==> config.mk <==
export PLATFORM = sky130hd
export DESIGN_NAME = cpu_fetch_unit
export DESIGN_NICKNAME = d
export VERILOG_FILES = /design/src/rtl/cpu_fetch_unit.sv
export SDC_FILE = /design/constraint.sdc
export NUM_CORES = 1
export LEC_CHECK = 0
export BUFFER_PORTS_ARGS = -buffer_cell sky130_fd_sc_hd__buf_2
export CAP_MARGIN = 30
export CORE_MARGIN = 2
export CORE_UTILIZATION = 35
export DETAILED_ROUTE_END_ITERATION = 10
export GPL_TIMING_DRIVEN = 0
export PLACE_DENSITY = 0.59
export SYNTH_ARGS = -nofsm -noshare
export SYNTH_HDL_FRONTEND = slang
export SYNTH_SLANG_ARGS = --single-unit
==> constraint.sdc <==
create_clock -name clk -period 4.1 [get_ports clk]
set_clock_uncertainty 0.1 [all_clocks]
set_input_delay 0.205 -clock clk [delete_from_list [all_inputs] [get_ports clk]]
set_output_delay 0.205 -clock clk [all_outputs]
set_load 0.02 [all_outputs]
==> src/rtl/cpu_fetch_unit.sv <==
// Instruction fetch unit: single-outstanding 16-bit fetch with valid/ready
// delivery, redirect handling and a running count of accepted instructions.
module cpu_fetch_unit #(
    parameter int unsigned          ADDR_W   = 16,
    parameter logic [ADDR_W-1:0]    RESET_PC = '0
) (
    input  logic              clk,
    input  logic              rst_n,
    output logic              imem_rd_en,
    output logic [ADDR_W-1:0] imem_addr,
    input  logic [15:0]       imem_rdata,
    input  logic              redirect_valid,
    input  logic [ADDR_W-1:0] redirect_pc,
    output logic              instr_valid,
    input  logic              instr_ready,
    output logic [15:0]       instr,
    output logic [2:0]        cpu_opcode,
    output logic [ADDR_W-1:0] instr_pc,
    output logic [31:0]       instr_count
);

    typedef enum logic [1:0] {
        FETCH,
        WAIT,
        HOLD
    } state_t;

    localparam logic [ADDR_W-1:0] START_PC = RESET_PC & ~ADDR_W'(1);

    state_t            state;
    logic [ADDR_W-1:0] pc;
    logic [ADDR_W-1:0] pc_inc;
    logic [ADDR_W-1:0] redirect_target;
    logic              handshake;

    assign pc_inc          = pc + ADDR_W'(2);
    assign redirect_target = redirect_pc & ~ADDR_W'(1);
    assign handshake       = (state == HOLD) && instr_valid && instr_ready;

    // The read strobe must react within the same cycle to a handshake,
    // a redirect or reset, so it is decoded combinationally from state.
    always_comb begin
        imem_rd_en = rst_n && !redirect_valid && ((state == FETCH) || handshake);
        imem_addr  = (state == HOLD) ? pc_inc : pc;
    end

    always_ff @(posedge clk) begin
        if (!rst_n) begin
            state       <= FETCH;
            pc          <= START_PC;
            instr_valid <= 1'b0;
            instr       <= '0;
            cpu_opcode  <= '0;
            instr_pc    <= START_PC;
            instr_count <= '0;
        end else begin
            if (handshake)
                instr_count <= instr_count + 32'd1;

            // A redirect wins over every state; any read in flight is dropped.
            if (redirect_valid) begin
                pc          <= redirect_target;
                instr_valid <= 1'b0;
                state       <= FETCH;
            end else begin
                case (state)
                    FETCH: state <= WAIT;
                    WAIT: begin
                        instr       <= imem_rdata;
                        cpu_opcode  <= imem_rdata[15:13];
                        instr_pc    <= pc;
                        instr_valid <= 1'b1;
                        state       <= HOLD;
                    end
                    HOLD: begin
                        if (instr_ready) begin
                            pc          <= pc_inc;
                            instr_valid <= 1'b0;
                            state       <= WAIT;
                        end
                    end
                    default: state <= FETCH;
                endcase
            end
        end
    end

endmodule

==> impl_metrics.tcl <==
set metrics [dict create \
    leakagePower_nw 2.02 \
    drv_slew 0 \
    arrival_ps 2370 \
    ios 121 \
    post_cts_resize_count 0 \
    path_clk_slew_ps 70 \
    irDropWorstVdd_v 0.000158 \
    grt_overflow 0 \
    path_max_fanout 9 \
    cts_tree "yes" \
    grt_usage_pct 18.4 \
    ys_async_sr_fraction_pct 0 \
    synthFlopType "dfxtp_1" \
    yosys.cell_types.count 43 \
    fmax_ghz 0.374 \
    period_share_pct 65.2 \
    clk_latency_ps 350 \
    worstSetupEndpointType "output pin" \
    synthMuxAreaShare_pct 2.61 \
    final_area_sq_mm 0.00494 \
    clockBufferDepth 2 \
    cts_sinks 81 \
    slew-limit-headroom_pct 60.9 \
    cp.required_ps 3800 \
    drtPass1Iterations 4 \
    cap_violations 0 \
    portBuffers 115 \
    ys_seq_elements 81 \
    cts_root_buf "clkbuf_8" \
    synth.avg_cell_area_sq_um 7.98 \
    start_util_pct 35.8 \
    wire_per_inst_um 14.4 \
    die_area_sq_mm 0.0119 \
    synth_top_area_cell "dfxtp_1" \
    antennaDiodeCount 0 \
    synthCells 486 \
    worst_pin_slew_ps 586 \
    cts_hold_buf 17 \
    rsz0062_at_grt "no" \
    htree_num_levels 3 \
    rows 38 \
    met1_usage_pct 25.6 \
    final_nets 668 \
    synth_area_sq_mm 0.00388 \
    syn_to_final_growth_pct 27.4 \
    pwr_density_cell_mw_per_mm2 297 \
    die_h_um 109 \
    coreArea_sq_mm 0.0108 \
    dpl_worst_slack_ps 1710 \
    dr_total_vias 3904 \
    layout_common_cells "buf_2, nand2_1, dfxtp_1, a21oi_1, clkbuf_1" \
    hold_class "in2reg" \
    drive_gt1_share_pct 22.3 \
    dieWidth_um 109 \
    setup_tns_ps 0 \
    setup.worst_path.start_class "flop" \
    place_congestion 0.811 \
    grt_use_met3_pct 2.69 \
    synth_adder_area_share_pct 0.646 \
    synth_simple_gate_area_share_pct 28.4 \
    period_needed_ps 2670 \
    hold_violations 0 \
    synth_warnings 0 \
    setup_viol_count_final 0 \
    outcome "finished, final reports clean" \
    dpl-instance-area_sq_mm 0.00463 \
    busiest_layer "met2" \
    antenna_found_initial 0 \
    netlist.area_leader.share_pct 41.8 \
    synth_edf_count 0 \
    final_common_cell "buf_2" \
    power.total_mw 1.47 \
    synth_compound_area_share_pct 14.5 \
    met2_usage_pct 29.1 \
    ys_seq_area_share_pct 41.8 \
    wl_mm 11.1 \
    synth_top_family_by_area "simple AND/OR/NAND/NOR gates" \
    grt_max_degree 12 \
    ys_top_cells_by_area "dfxtp_1, nand2_1, a21oi_1, xnor2_1, o21ai_0" \
    post_cts_buffers 0 \
    drc 0 \
    cts_buffers 9 \
    antenna_left 0 \
    drt_iter0_drc 189 \
    dp_hpwl_mm 8.13 \
    vias_per_cell 5.06 \
    grt_pass1_wl_mm 17.3 \
    grt_pass1_vias 3549 \
    synth_xor_xnor_area_share_pct 6.55 \
    setup_ws_ps 1430 \
    critical_path_class "reg2out" \
]
metal layers:
layer | wire, um | share of wire [%] | up-vias
met5 | 0 | 0 | -
met4 | 140 | 1.3 | 0
met3 | 556 | 5.0 | 10
met2 | 5040 | 45 | 106
met1 | 5400 | 49 | 1807
li1 | - | - | 1981
critical path: stages (launching register included):
cell      delay (ps)
dfxtp_1          470
ha_1             280
and4b_1          200
clkbuf_1         370
nand4_1          210
nor2_1           150
xor2_1           150
buf_2            180
kinds of logic (layout without fill, tap and decap cells):
| kind of cell | Yosys count | count (layout) |
|---|---|---|
| buffers and inverters | 47 | 191 |
| AO/OA/AOI/OAI | 101 | 101 |
| other | 1 | 2 |
| AND/OR/NAND/NOR | 215 | 215 |
| flip-flops | 81 | 81 |
| adder cells (fa/ha/maj) | 2 | 2 |
| multiplexers | 10 | 10 |
| XOR/XNOR | 29 | 29 |
power breakdown:
group / switching [mW] / internal, mW
Clock: 0.271 / 0.205
Combinational: 0.103 / 0.0672
Sequential: 0.0184 / 0.805
Total: 0.392 / 1.08
flip-flops by register name, indices dropped and copies added, names as in the netlist:
| name | count |
|---|---|
| pc | 15 |
| state | 2 |
| instr | 16 |
| instr_pc | 15 |
| instr_valid | 1 |
| instr_count | 32 |
synthesized netlist by cell type (all sizes together), types with 2 or more instances:
cell type  number
nand4          20
nor4            7
and3            5
a31oi           8
nor2           19
nor3            6
a21oi          52
clkbuf         28
nand2          91
buf            11
nand2b          9
nand3          18
nand4b          2
or3            13
or4            12
xnor2          16
o31ai          10
and2            6
inv             8
mux2i           9
and4b           2
xor2           13
ha              2
dfxtp          81
o21ai          25
and4            3
metrics by stage:
stage          hold WS (ps)  instances  util, %
3_3_place_gp            340        742     42.7
5_1_grt                34.2        771     45.6
3_5_place_dp            347        742     42.7
6_report               19.1        771     45.6
4_1_cts                10.1        771     45.6
2_1_floorplan           241        487        -
path summary, 6_finish.rpt:
| check | slack, ps | from | cells past startpoint | end |
|---|---|---|---|---|
| hold / removal | 20 | redirect_pc[1] | 2 | pc[1] |
| hold reg to reg | 350 | instr_pc[15] | 2 | instr_pc[15] |
| setup reg to reg | 1710 | instr_count[0] | 6 | instr_count[28] |
| setup / recovery | 1430 | pc[1] | 7 | imem_addr[13] |
layout make-up:
class,count,area (sq um)
fill,1123,5900
multi-input combinational,359,2050
sequential,81,1620
timing repair buffer,132,746
buffer,39,176
tap,140,175
clock buffer,10,128
inverter,8,30.0
clock inverter,2,10.0
Power figures use the tool's default switching activity.
